## config.mk

```make
export PLATFORM = sky130hd
export DESIGN_NAME = sd_frame_wr_sched
export DESIGN_NICKNAME = d
export VERILOG_FILES = /design/src/rtl/sd_frame_wr_sched.sv
export SDC_FILE = /design/constraint.sdc
export NUM_CORES = 1
export LEC_CHECK = 0
export ABC_AREA = 1
export BUFFER_PORTS_ARGS = -buffer_cell sky130_fd_sc_hd__clkbuf_2
export CORE_ASPECT_RATIO = 0.7
export CORE_MARGIN = 1.5
export CORE_UTILIZATION = 51
export CTS_CLUSTER_SIZE = 24
export DETAILED_ROUTE_END_ITERATION = 10
export PLACE_DENSITY = 0.8
export SYNTH_ARGS = -nofsm -noshare
export SYNTH_HDL_FRONTEND = slang
export SYNTH_SLANG_ARGS = --single-unit
export TNS_END_PERCENT = 20
```

## constraint.sdc

```tcl
create_clock -name clk_ref -period 1.5 [get_ports clk_ref]
set_clock_uncertainty 0.1 [all_clocks]
set_input_delay 0.3 -clock clk_ref [delete_from_list [all_inputs] [get_ports clk_ref]]
set_output_delay 0.3 -clock clk_ref [all_outputs]
set_load 0.01 [all_outputs]
```

## src/rtl/sd_frame_wr_sched.sv

```systemverilog
// SD-card frame write scheduler: arms on a capture request, aligns to the
// next frame start, gates the FIFO writer and issues one write start per
// buffered sector while tracking sector address/count and faults.
//
// Ports:
//   clk_ref, rst_n         clock, async active-low reset
//   sd_init_done           SD card ready (level); low aborts a capture
//   capture_req            one-cycle request to capture a frame
//   frame_sof              one-cycle start of frame
//   fifo_rdusedw           words buffered on the FIFO read side
//   fifo_wrfull            FIFO full (overflow while gated sets err)
//   wr_busy                SD controller write busy
//   wr_start_en            one-cycle sector write start
//   wr_sec_addr            sector address of the current write
//   fifo_wr_gate           FIFO writer enable
//   capturing              capture in progress
//   done                   frame fully written (sticky)
//   err                    sticky fault flag
//   sec_cnt                sectors completed in this capture
module sd_frame_wr_sched #(
    parameter logic [31:0] START_ADDR        = 32'd20000,
    parameter logic [11:0] SECTORS_PER_FRAME = 12'd3072,
    parameter logic [9:0]  WORDS_PER_SEC     = 10'd256,
    parameter logic [7:0]  BUSY_TIMEOUT      = 8'd64
) (
    input  logic        clk_ref,
    input  logic        rst_n,
    input  logic        sd_init_done,
    input  logic        capture_req,
    input  logic        frame_sof,
    input  logic [9:0]  fifo_rdusedw,
    input  logic        fifo_wrfull,
    input  logic        wr_busy,
    output logic        wr_start_en,
    output logic [31:0] wr_sec_addr,
    output logic        fifo_wr_gate,
    output logic        capturing,
    output logic        done,
    output logic        err,
    output logic [11:0] sec_cnt
);

    typedef enum logic [2:0] {
        S_IDLE,
        S_ARM,
        S_FILL,
        S_START,
        S_WAIT_HI,
        S_WAIT_LO,
        S_FIN
    } state_t;

    state_t      state_q, state_d;
    logic [31:0] addr_q, addr_d;
    logic [11:0] cnt_q, cnt_d;
    logic [7:0]  tmo_q, tmo_d;
    logic        gate_q, gate_d;
    logic        done_q, done_d;
    logic        err_q, err_d;
    logic        start_q, start_d;
    logic        cap_q, cap_d;
    logic        busy_q;
    logic        busy_fall;

    assign busy_fall = busy_q && !wr_busy;

    always_ff @(posedge clk_ref or negedge rst_n) begin
        if (!rst_n) begin
            state_q <= S_IDLE;
            addr_q  <= START_ADDR;
            cnt_q   <= '0;
            tmo_q   <= '0;
            gate_q  <= 1'b0;
            done_q  <= 1'b0;
            err_q   <= 1'b0;
            start_q <= 1'b0;
            cap_q   <= 1'b0;
            busy_q  <= 1'b0;
        end else begin
            state_q <= state_d;
            addr_q  <= addr_d;
            cnt_q   <= cnt_d;
            tmo_q   <= tmo_d;
            gate_q  <= gate_d;
            done_q  <= done_d;
            err_q   <= err_d;
            start_q <= start_d;
            cap_q   <= cap_d;
            busy_q  <= wr_busy;
        end
    end

    always_comb begin
        state_d = state_q;
        addr_d  = addr_q;
        cnt_d   = cnt_q;
        tmo_d   = tmo_q;
        gate_d  = gate_q;
        done_d  = done_q;
        err_d   = err_q;

        // FIFO overflow while gated is flagged but the capture carries on
        if (gate_q && fifo_wrfull)
            err_d = 1'b1;

        if (state_q != S_IDLE && !sd_init_done) begin
            // card lost mid-capture: abort without reporting completion
            err_d   = 1'b1;
            gate_d  = 1'b0;
            state_d = S_IDLE;
        end else begin
            unique case (state_q)
                S_IDLE: begin
                    if (capture_req && sd_init_done) begin
                        done_d  = 1'b0;
                        err_d   = 1'b0;
                        cnt_d   = '0;
                        addr_d  = START_ADDR;
                        state_d = S_ARM;
                    end
                end
                S_ARM: begin
                    if (frame_sof) begin
                        gate_d  = 1'b1;
                        state_d = S_FILL;
                    end
                end
                S_FILL: begin
                    if (fifo_rdusedw >= WORDS_PER_SEC)
                        state_d = S_START;
                end
                S_START: begin
                    tmo_d   = '0;
                    state_d = S_WAIT_HI;
                end
                S_WAIT_HI: begin
                    if (wr_busy) begin
                        state_d = S_WAIT_LO;
                    end else if (tmo_q == BUSY_TIMEOUT - 8'd1) begin
                        // no response: flag it and retry the same sector
                        err_d   = 1'b1;
                        state_d = S_START;
                    end else begin
                        tmo_d = tmo_q + 8'd1;
                    end
                end
                S_WAIT_LO: begin
                    if (busy_fall) begin
                        cnt_d  = cnt_q + 12'd1;
                        addr_d = addr_q + 32'd1;
                        if (cnt_q + 12'd1 == SECTORS_PER_FRAME)
                            state_d = S_FIN;
                        else
                            state_d = S_FILL;
                    end
                end
                S_FIN: begin
                    gate_d  = 1'b0;
                    done_d  = 1'b1;
                    state_d = S_IDLE;
                end
                default: state_d = S_IDLE;
            endcase
        end

        // registered so the pulse coincides with the START state
        start_d = (state_d == S_START);
        cap_d   = (state_d != S_IDLE);
    end

    assign wr_start_en  = start_q;
    assign wr_sec_addr  = addr_q;
    assign fifo_wr_gate = gate_q;
    assign capturing    = cap_q;
    assign done         = done_q;
    assign err          = err_q;
    assign sec_cnt      = cnt_q;

endmodule

```

### Word level (Yosys, flattened, before mapping)

Index checks and enable logic that the tools add are counted.

* div/mod/pow operators: 0
* shift-type cells: 0
* order comparisons: 1
* multiply operators: 0
* equality and inequality tests: 14
* bitwise gates (word level): 1
* add/subtract/negate cells: 3
* reductions and logical operators: 17
* muxes and demuxes: 29

Operators with widths (number)
* $mux W32: 2
* $pmux W32 S2: 1
* $add A32 B1 Y32 const B: 1
* $mux W12: 2
* $mux W3: 8
* $pmux W12 S2: 1
* $pmux W3 S6: 1
* $mux W8: 2
* $pmux W8 S2: 1
* $add A12 B1 Y12 const B: 1
* $eq A12 B12 Y1 const B: 1
* $ge A10 B9 Y1 const B: 1
* $eq A3 B2 Y1 const B: 3
* $eq A3 B3 Y1 const B: 3
* $reduce_bool A3 Y1: 3
* $add A8 B1 Y8 const B: 1
* $eq A8 B6 Y1 const B: 1
* $mux W1: 8
* $ne A2 B2 Y1 const B: 4
* $reduce_and A4 Y1: 2
* $pmux W1 S2: 3
* $reduce_bool A2 Y1: 3
* $logic_and A1 B1 Y1: 4
* $eq A3 B1 Y1 const B: 1
* other kinds (6): 7

* output and inout bits: 49
* latch bits: 0
* memory bits (writable): 0
* memories: 0
* bits in read-only memories: 0
* logic and storage cells: 75
* flip-flop bits (word level): 61

### Depth between registers and ports, before layout

Gate-level depths: netlist of run 1.

* depth in word-level cells: 7
* gate-level depth with buffers: 12
* gate-level depth less buffers: 12

### Worst setup path after synthesis of run 1

Ideal clock, no wire load.

* kind: register to register
* start: register addr_q[9], in the netlist wr_sec_addr[9]
* end: register addr_q[19], in the netlist wr_sec_addr[19]
* path slack: -0.181 ns
* data arrival time: 1.461 ns
* required time: 1.281 ns
* clock period less this slack: 1.681 ns
* path buffers: 0
* cell stages (with the launch flop): 10
* cell sequence: dfstp_2 nand2_1 nor2_1 nand2_1 nor2_2 nand2_1 nor2_2 nand2_1 o21ai_1 nor2_1

* cells in the longest elaborated chain, start to end: 3

RTL lines
* from (decl): line 54 `logic [31:0] addr_q, addr_d;`
* from (signal assigned): line 81 `addr_q <= addr_d;`
* $add A32 B1 Y32: line 150 `addr_d = addr_q + 32'd1;`
* $mux W32: line 148 `if (busy_fall) begin`
* $pmux W32 S2: line 112 `unique case (state_q)`

No other way between the ends. The select of a mux whose other input is x is not followed.
A chain may end at the register's enable or synchronous reset.

### Worst setup path after layout of run 1

* start: register state_q[1]
* end: register addr_q[6], in the netlist wr_sec_addr[6]

* cells in the longest elaborated chain, start to end: 4
* elaborated cells on any way between the ends: 10
* classes of those cells: eq/ne (3); mux (1); bitwise (1); reduce/logical (5)

RTL lines
* from (decl): line 53 `state_t state_q, state_d;`
* from (signal assigned): line 80 `state_q <= state_d;`
* branches (longest 4 deep; another with $reduce_and A4 Y1)

Several ways; the timed one is not identified.

==> results.ini, run 1 <==
[run_status]
outcome=finished, violations left
violations=setup timing

[synthesis]
ys_types=38
synth_edf_count=0
yosys_warnings=0
synth-xor-area-share_pct=3.08
async_reset_ff_share_pct=100
synth-seq-area-share_pct=41.4
netlist_area_um2=3700
ys_ff_latch=61
synth-main-ff-cell=dfrtp_1
syn_avg_cell_area_um2=7.22
synthAdderAreaFrac_pct=1.01
synthSimpleGateAreaFrac_pct=37.0
synth_top_family_by_area=simple AND/OR/NAND/NOR gates
syn_nets=533
synth_compound_gate_area_share_pct=10.2
synthCells=513
yosys-mux-area-fraction_pct=0

[cts]
cts_made_buffers=9
clockRootBuffer=clkbuf_8
clockBufferDepth=2
htree_levels=3
clock_latency_ns=0.38
cts.sinks=61
cts_tree=done
clk_pin_slew_ns=0.08

[critical_path]
critPathMaxStageDelay_ns=0.46
crit_slowest_cell=dfrtp_2
r2r_start=state_q[1]$_DFF_PN0_
crit_type=register to register
crit_chain=nor2_4 -> nand4_4 -> nand2_2 -> nand3_4 -> buf_4 -> clkbuf_16 -> nand2_1 -> o21ai_1
cp_data_arrival_time_ns=2.06
reg2reg_depth=8
endpoint_kind=register
path_max_fanout=6
reg2reg_to=wr_sec_addr[6]$_DFFE_PN0P_
cp_top_family=simple AND/OR/NAND/NOR gates
cp.required_ns=1.61
setup.worst_path.end=wr_sec_addr[6]$_DFFE_PN0P_
worst-path-buf-inv=2
start_kind=register
crit_start=state_q[1]$_DFF_PN0_
rrSetupSlack_ns=-0.45
path_depth=8

[routing]
wl_per_cell_um=19.6
via_count=4954
final_antenna_net_count=0
drt_first_pass_iters=6
wirelength_um=15800
drt_iter0_drc=658
drc=0
vias_per_cell=6.17

[worst_hold_path]
min-delay-start=wr_busy
hold_path.class=input port to register

[die]
ios=66
die_w_um=105
placeableCoreArea_um2=6880
die_area_um2=7790
start_util_pct=53.8
die_h_um=74.3
fp-row-count=25

[pwr]
p_sw_w=0.00234
p_per_area_nw_per_um2=1060
p_seq_share_pct=34.4
combPwrFrac_pct=42.5
ir_drop_mv=0.984
internal_power_w=0.00381
p_leak_nw=2.77
p_clk_share_pct=23.1
switching_share_pct=38.1

[placement]
hpwl_um=9000
portBuffers=57
gp_congestion=0.982
pre_cts_ws_ns=-0.295
dpl.cell_count=771

[global_route]
track_usage_pct=36.9
grt_pass1_wl_um=22000
antenna_found_initial=0
grt_busiest_layer=met2
use_met3_pct=10.4
use_met1_pct=48.5
gr-usage-met2_pct=58.2
overflow=0
grt_max_degree=31
grt_pass1_vias=4345

[cells_and_area]
nFillCells=367
drive_above_1_share_pct=45.7
stdcell_count=803
multiInputGateArea_um2=2260
nets=724
layout_common_cells=124 x nand2_1, 111 x buf_4, 52 x clkbuf_2
areaGrowthSynthToFinish_pct=56.3
register_area_um2=1540
antenna_cells=0
final_common_cell=nand2_1

[sta]
relSlewSlack_pct=75.3
finalHoldViolCount=0
setup_viol=66
maxSlewViolCount=0
finalSetupTns_ns=-13.80
grt_setup_unrepaired=true
setup_ws_ns=-0.447
fmax_mhz=514
worstMarginPinSlew_ns=0.371
min_period_over_period_pct=130
min_period_ns=1.95

[run]
maxCapViolCount=0

==> registers in the layout (all words and copies together), names as in the netlist <==
signal and count:
capturing 1, sec_cnt 12, tmo_q 8, fifo_wr_gate 1, busy_q 1, err 1, wr_start_en 1, done 1
state_q 3, wr_sec_addr 32
==> cell type report <==
cell class                      count  area share, %
Multi-Input combinational cell    389           39.0
Sequential cell                    61           26.6
Timing Repair Buffer              189           25.5
Inverter                           54           3.76
Clock buffer                       12           2.68
Tap cell                           94           2.03
Clock inverter                      4          0.389
==> metrics by stage <==
step | instance area, um^2 | hold slack, ns | power (W) | util (%)
5_1_grt | 5790 | 0.0839 | 0.00635 | 84.1
6_report | 5790 | 0.0951 | 0.00615 | 84.1
3_3_place_gp | 4990 | 0.110 | 0.00384 | 72.5
2_1_floorplan | 3720 | -0.0956 | 0.00302 | -
3_5_place_dp | 4990 | 0.117 | 0.00394 | 72.5
4_1_cts | 5450 | 0.0736 | 0.00560 | 79.2
==> power by group through the flow <==
stage	registers (W)	logic [W]	clock network, W
floorplan	0.00221	0.000811	0
global placement	0.00207	0.00177	0
detailed placement	0.00210	0.00184	0
CTS	0.00208	0.00213	0.00139
global route	0.00213	0.00275	0.00148
finish	0.00212	0.00261	0.00142
==> timing repair <==
item	in CTS	in global routing
endpoints found under the setup margin	63	68
hold buffers	1	0
hold endpoints to repair	8	0
cloned	1	1
resized for setup	60	91
setup buffers	8	6
pin swaps	25	26
==> metal layers <==
metal	part of all wire, %	wire [um]	up-vias
met4	6.1	954	0
met2	44	6920	470
met5	0	0	-
li1	-	-	2067
met1	37	5770	2285
met3	13	2110	132
==> synth_stat cells, types with 2 or more instances <==
master / n / share of area [%]
o21bai_1: 2 / 0.41
o21ai_0: 30 / 4.1
o22ai_1: 4 / 0.68
nand3_4: 2 / 0.95
nor2_1: 61 / 6.2
inv_2: 5 / 0.51
inv_1: 49 / 5.0
nand2_2: 2 / 0.34
a22o_1: 2 / 0.47
nor3_1: 17 / 2.3
nand2_1: 151 / 15
o21ai_1: 12 / 1.6
xor2_1: 13 / 3.1
a21oi_1: 4 / 0.54
buf_6: 4 / 1.2
nor2_2: 3 / 0.51
nand4_1: 19 / 3.2
or2_2: 4 / 0.68
buf_2: 4 / 0.54
nand3_1: 41 / 5.5
a31oi_1: 5 / 0.84
nor2_4: 2 / 0.61
dfrtp_1: 56 / 38
dfstp_2: 5 / 3.5
ha_1: 3 / 1.0
==> worst min path at each step <==
stage	depth (start not counted)	endpoint	slack, ns
detailed placement	1	tmo_q[5]$_DFFE_PN0P_	0.12
global placement	1	tmo_q[5]$_DFFE_PN0P_	0.11
finish	2	busy_q$_DFF_PN0_	0.1
CTS	2	busy_q$_DFF_PN0_	0.07
floorplan	0	busy_q$_DFF_PN0_	-0.1
global route	2	busy_q$_DFF_PN0_	0.08
==> cells by family after synthesis <==
| logic type | count (synthesis) |
|---|---|
| buffers and inverters | 63 |
| adder cells (fa/ha/maj) | 3 |
| AO/OA/AOI/OAI | 66 |
| XOR/XNOR | 13 |
| flip-flops | 61 |
| AND/OR/NAND/NOR | 307 |
No activity file was read; power rests on OpenSTA's default activity.
==> inputs of run 2 (changes only) <==
- PLACE_DENSITY: 0.8 -> unset
- PLACE_DENSITY_LB_ADDON: unset -> 0.3
==> results.ini, run 2 (synthesized netlist as in run 1, its figures left out) <==
[cells_and_area]
layout_common_cells=116 x nand2_1, 103 x buf_4, 54 x clkbuf_2
nFillCells=301
register_area_um2=1540
nets=725
largest_reg_flops=32
final_common_cell=nand2_1
multiInputGateArea_um2=2450
drive_above_1_share_pct=49.0
areaGrowthSynthToFinish_pct=62.8
antenna_cells=0

[critical_path]
reg2reg_to=wr_sec_addr[30]$_DFFE_PN0P_
reg2reg_depth=8
cp.required_ns=1.68
path_max_fanout=4
start_kind=register
endpoint_kind=register
r2r_start=wr_sec_addr[22]$_DFFE_PN0P_
rrSetupSlack_ns=-0.51
cp_data_arrival_time_ns=2.19
crit_type=register to register
setup.worst_path.end=wr_sec_addr[30]$_DFFE_PN0P_
crit_start=wr_sec_addr[22]$_DFFE_PN0P_

[pwr]
p_sw_w=0.00240
p_clk_share_pct=25.7
p_per_area_nw_per_um2=1050
p_leak_nw=2.92
combPwrFrac_pct=40.1
internal_power_w=0.00396
switching_share_pct=37.8
ir_drop_mv=0.702
p_seq_share_pct=34.3

[run]
maxCapViolCount=0

[routing]
drt_iter0_drc=761
via_count=5262
wirelength_um=17700
drc=0
wl_per_cell_um=22.1
vias_per_cell=6.54
drt_first_pass_iters=8
final_antenna_net_count=0

[global_route]
antenna_found_initial=0
grt_max_degree=62
track_usage_pct=35.9
grt_pass1_wl_um=21400
grt_pass1_vias=4292
overflow=0

[sta]
setup_viol=69
worstMarginPinSlew_ns=0.483
grt_setup_unrepaired=true
setup_ws_ns=-0.510
finalHoldViolCount=0
min_period_ns=2.01
maxSlewViolCount=0
min_period_over_period_pct=134
fmax_mhz=497
relSlewSlack_pct=67.5
finalSetupTns_ns=-15.82
hold_ws_ns=0.106

[run_status]
outcome=finished, violations left
violations=setup timing

[worst_hold_path]
min-delay-start=wr_busy
hold_path.class=input port to register

[placement]
gp_congestion=0.995
portBuffers=57
hpwl_um=8370

[cts]
clockBufferDepth=2
clock_latency_ns=0.37
cts.sinks=61
htree_levels=3
cts_tree=done
clk_pin_slew_ns=0.09
clockRootBuffer=clkbuf_8
cts_made_buffers=9

[die]
fp-row-count=25
ios=66
die_h_um=74.3
start_util_pct=53.8
die_w_um=105
die_area_um2=7790
placeableCoreArea_um2=6880

==> run 2: changes by cell type in the layout (fill, tap and decap cells not counted), sizes merged <==
cell    change
clkbuf      +2
buf         +1
bufbuf      -1
bufinv      +1
clkinv      -1
inv         -1
==> run 2: how the worst min path moves through the flow <==
stage	end	slack, ns	cells past startpoint
after floorplan	busy_q$_DFF_PN0_	-0.1	0
after global placement	capturing$_DFF_PN0_	0.24	2
after detailed placement	tmo_q[7]$_DFFE_PN0P_	0.24	2
after CTS	busy_q$_DFF_PN0_	0.08	2
after global routing	busy_q$_DFF_PN0_	0.08	2
final	busy_q$_DFF_PN0_	0.11	2
==> run 2: power groups by stage <==
stage	logic, W	registers (W)	clock network (W)
final	0.00255	0.00218	0.00163
after global routing	0.00265	0.00218	0.00169
after CTS	0.00206	0.00208	0.00159
after detailed placement	0.00176	0.00209	0
after global placement	0.00169	0.00207	0
after floorplan	0.000811	0.00221	0
==> run 2: worst max-delay path, stage by stage (launching register included) <==
cell     delay (ns)
dfrtp_1        0.48
nand2_1        0.24
nor3_1         0.38
nand2_1        0.20
nor2_4         0.18
nand2_1        0.09
nand2_1        0.07
nand4_1        0.07
o21ai_1        0.11
==> run 2: timing repair <==
action                                  4_1_cts  5_1_grt
pin swaps                                    31       42
setup buffers                                13        9
hold buffers                                  1        0
gates cloned                                  2        1
endpoints found under the setup margin       63       66
gates resized for setup                      85      120
hold endpoints to repair                     56        0
==> run 2: metal layers <==
metal  track usage (%)  wire (um)
met1              48.5       6220
met5                 0          0
met3              9.38       2500
met4              13.1       1590
met2              56.5       7440
==> run 2: layout make-up <==
class / instances / share of cell area [%]
inverter: 54 / 3.65
multi-input combinational: 389 / 40.6
sequential: 61 / 25.6
clock inverter: 3 / 0.706
timing repair buffer: 190 / 24.7
clock buffer: 13 / 2.80
tap: 94 / 1.95
==> run 2: stage by stage <==
step                      instance area, um^2  utilization [%]  total power, W  instances  setup slack [ns]
final                                    6030             87.6         0.00636        804            -0.510
after global routing                     6030             87.6         0.00652        804            -0.489
after floorplan                          3720                -         0.00302        513            -0.157
after detailed placement                 4900             71.2         0.00385        763            -0.254
after global placement                   4900             71.2         0.00376        763            -0.195
after CTS                                5520             80.2         0.00573        795            -0.197
==> inputs of run 3 (changes only) <==
- CORE_UTILIZATION: 51 -> 45
==> results.ini, run 3 (synthesized netlist as in run 1, its figures left out) <==
[critical_path]
rrSetupSlack_ns=-0.22
start_kind=register
cpMostUsedCell=nand2_2
endpoint_kind=register
crit_chain=nand2_2 -> nor2_4 -> nand2_2 -> nor2_4 -> nand2_2 -> nor2_4 -> nand2_2 -> o21ai_2 -> nor2_1
crit_type=register to register
crit_slowest_cell=dfstp_2
path_max_fanout=4
cp.required_ns=1.63
worst-path-buf-inv=0
cp_top_family=simple AND/OR/NAND/NOR gates
critPathMaxStageDelay_ns=0.56
cp_data_arrival_time_ns=1.85

[pwr]
p_per_area_nw_per_um2=1090
p_leak_nw=2.71
ir_drop_mv=0.820

[sta]
worstMarginPinSlew_ns=0.338
min_period_ns=1.72
fmax_mhz=580
finalHoldViolCount=0
min_period_over_period_pct=115
grt_setup_unrepaired=true
setup_ws_ns=-0.224
maxSlewViolCount=0
hold_ws_ns=0.112
relSlewSlack_pct=77.5
setup_viol=63

[global_route]
grt_pass1_vias=3979
grt_max_degree=62
track_usage_pct=28.0
grt_pass1_wl_um=19300
overflow=0
antenna_found_initial=0

[cts]
cts.sinks=61
htree_levels=3
clock_latency_ns=0.35
clk_pin_slew_ns=0.06
cts_tree=done
clockRootBuffer=clkbuf_16
cts_made_buffers=9
clockBufferDepth=2

[placement]
portBuffers=57
gp_congestion=1.00
dpl.cell_count=766
pre_cts_ws_ns=-0.297
place_area_um2=4910
hpwl_um=8580

[cells_and_area]
areaGrowthSynthToFinish_pct=54.2
final_area_um2=5710
nets=710
layout_common_cells=128 x nand2_1, 103 x buf_4, 53 x clkbuf_2
stdcell_count=796
largest_reg_flops=32
drive_above_1_share_pct=43.5
antenna_cells=0
final_common_cell=nand2_1

[routing]
wirelength_um=12800
drc=0
via_count=4315
wl_per_cell_um=16.1
vias_per_cell=5.42
drt_iter0_drc=385
final_antenna_net_count=0
drt_first_pass_iters=5

[die]
start_util_pct=46.8
placeableCoreArea_um2=7910
fp-row-count=27
die_area_um2=8790
die_w_um=111
die_h_um=78.9
ios=66

[run_status]
outcome=finished, violations left
violations=setup timing

[worst_hold_path]
hold_path.class=input port to register

[run]
maxCapViolCount=0

run 3: cell count changes in the layout (fill, tap and decap cells not counted), moves of 8 or more:
cell       previous run  this run
o21ai_0               8        22
clkbuf_8             12         2
buf_6                25        12
o21ai_2              12         4
clkbuf_16             1         9
nand2_1             116       128
run 3: cell type report:
class / count / area (um^2)
Timing Repair Buffer: 175 / 1300
Clock inverter: 1 / 5.00
Tap cell: 101 / 126
Clock buffer: 15 / 268
Sequential cell: 61 / 1540
Inverter: 54 / 213
Multi-Input combinational cell: 389 / 2260
Fill cell: 591 / 2200
run 3: report_power, final:
part	internal (W)	switching, W
registers	0.00191	0.000216
clock network	0.00121	0.000752
logic	0.00102	0.00113
run 3: worst reg2reg max path: stages, from the launching register on:
cell and delay (ns):
dfstp_2 0.56, nand2_2 0.09, nor2_4 0.12, nand2_2 0.10, nor2_4 0.12, nand2_2 0.09
nor2_4 0.15, nand2_2 0.08, o21ai_2 0.13, nor2_1 0.05
run 3: layer usage:
layer / vias up / global-route usage, % / wire length [um]
met1: 2051 / 39.6 / 5620
met2: 199 / 43.8 / 5890
met4: 0 / 7.85 / 231
met5: - / 0 / 0
li1: 2043 / - / -
met3: 22 / 5.88 / 1060
run 3: worst paths after layout:
check	start	end	depth (start not counted)
worst min register to register	done$_DFFE_PN0P_	done$_DFFE_PN0P_	2
min in group asynchronous	rst_n	tmo_q[6]$_DFFE_PN0P_	3
worst max-delay path	wr_sec_addr[5]$_DFFE_PN1P_	wr_sec_addr[19]$_DFFE_PN0P_	9
worst min-delay path	wr_busy	busy_q$_DFF_PN0_	2
max in group asynchronous	rst_n	wr_sec_addr[14]$_DFFE_PN1P_	3
worst max register to register	wr_sec_addr[5]$_DFFE_PN1P_	wr_sec_addr[19]$_DFFE_PN0P_	9
run 3: timing repair:
action / in CTS / in global routing
setup endpoints to repair: 63 / 64
hold buffers: 1 / 0
buffers inserted: 4 / 9
endpoints found under the hold margin: 56 / 0
resized for setup: 35 / 95
pin swaps: 14 / 30
run 3: metrics by stage:
step / total power [W] / TNS [ns] / util, %
final: 0.00624 / -8.17 / 72.2
after global routing: 0.00651 / -12.54 / 72.2
after CTS: 0.00599 / -7.62 / 67.6
after detailed placement: 0.00392 / -8.57 / 62.1
after global placement: 0.00385 / -6.49 / 62.1
after floorplan: 0.00302 / -1.66 / -
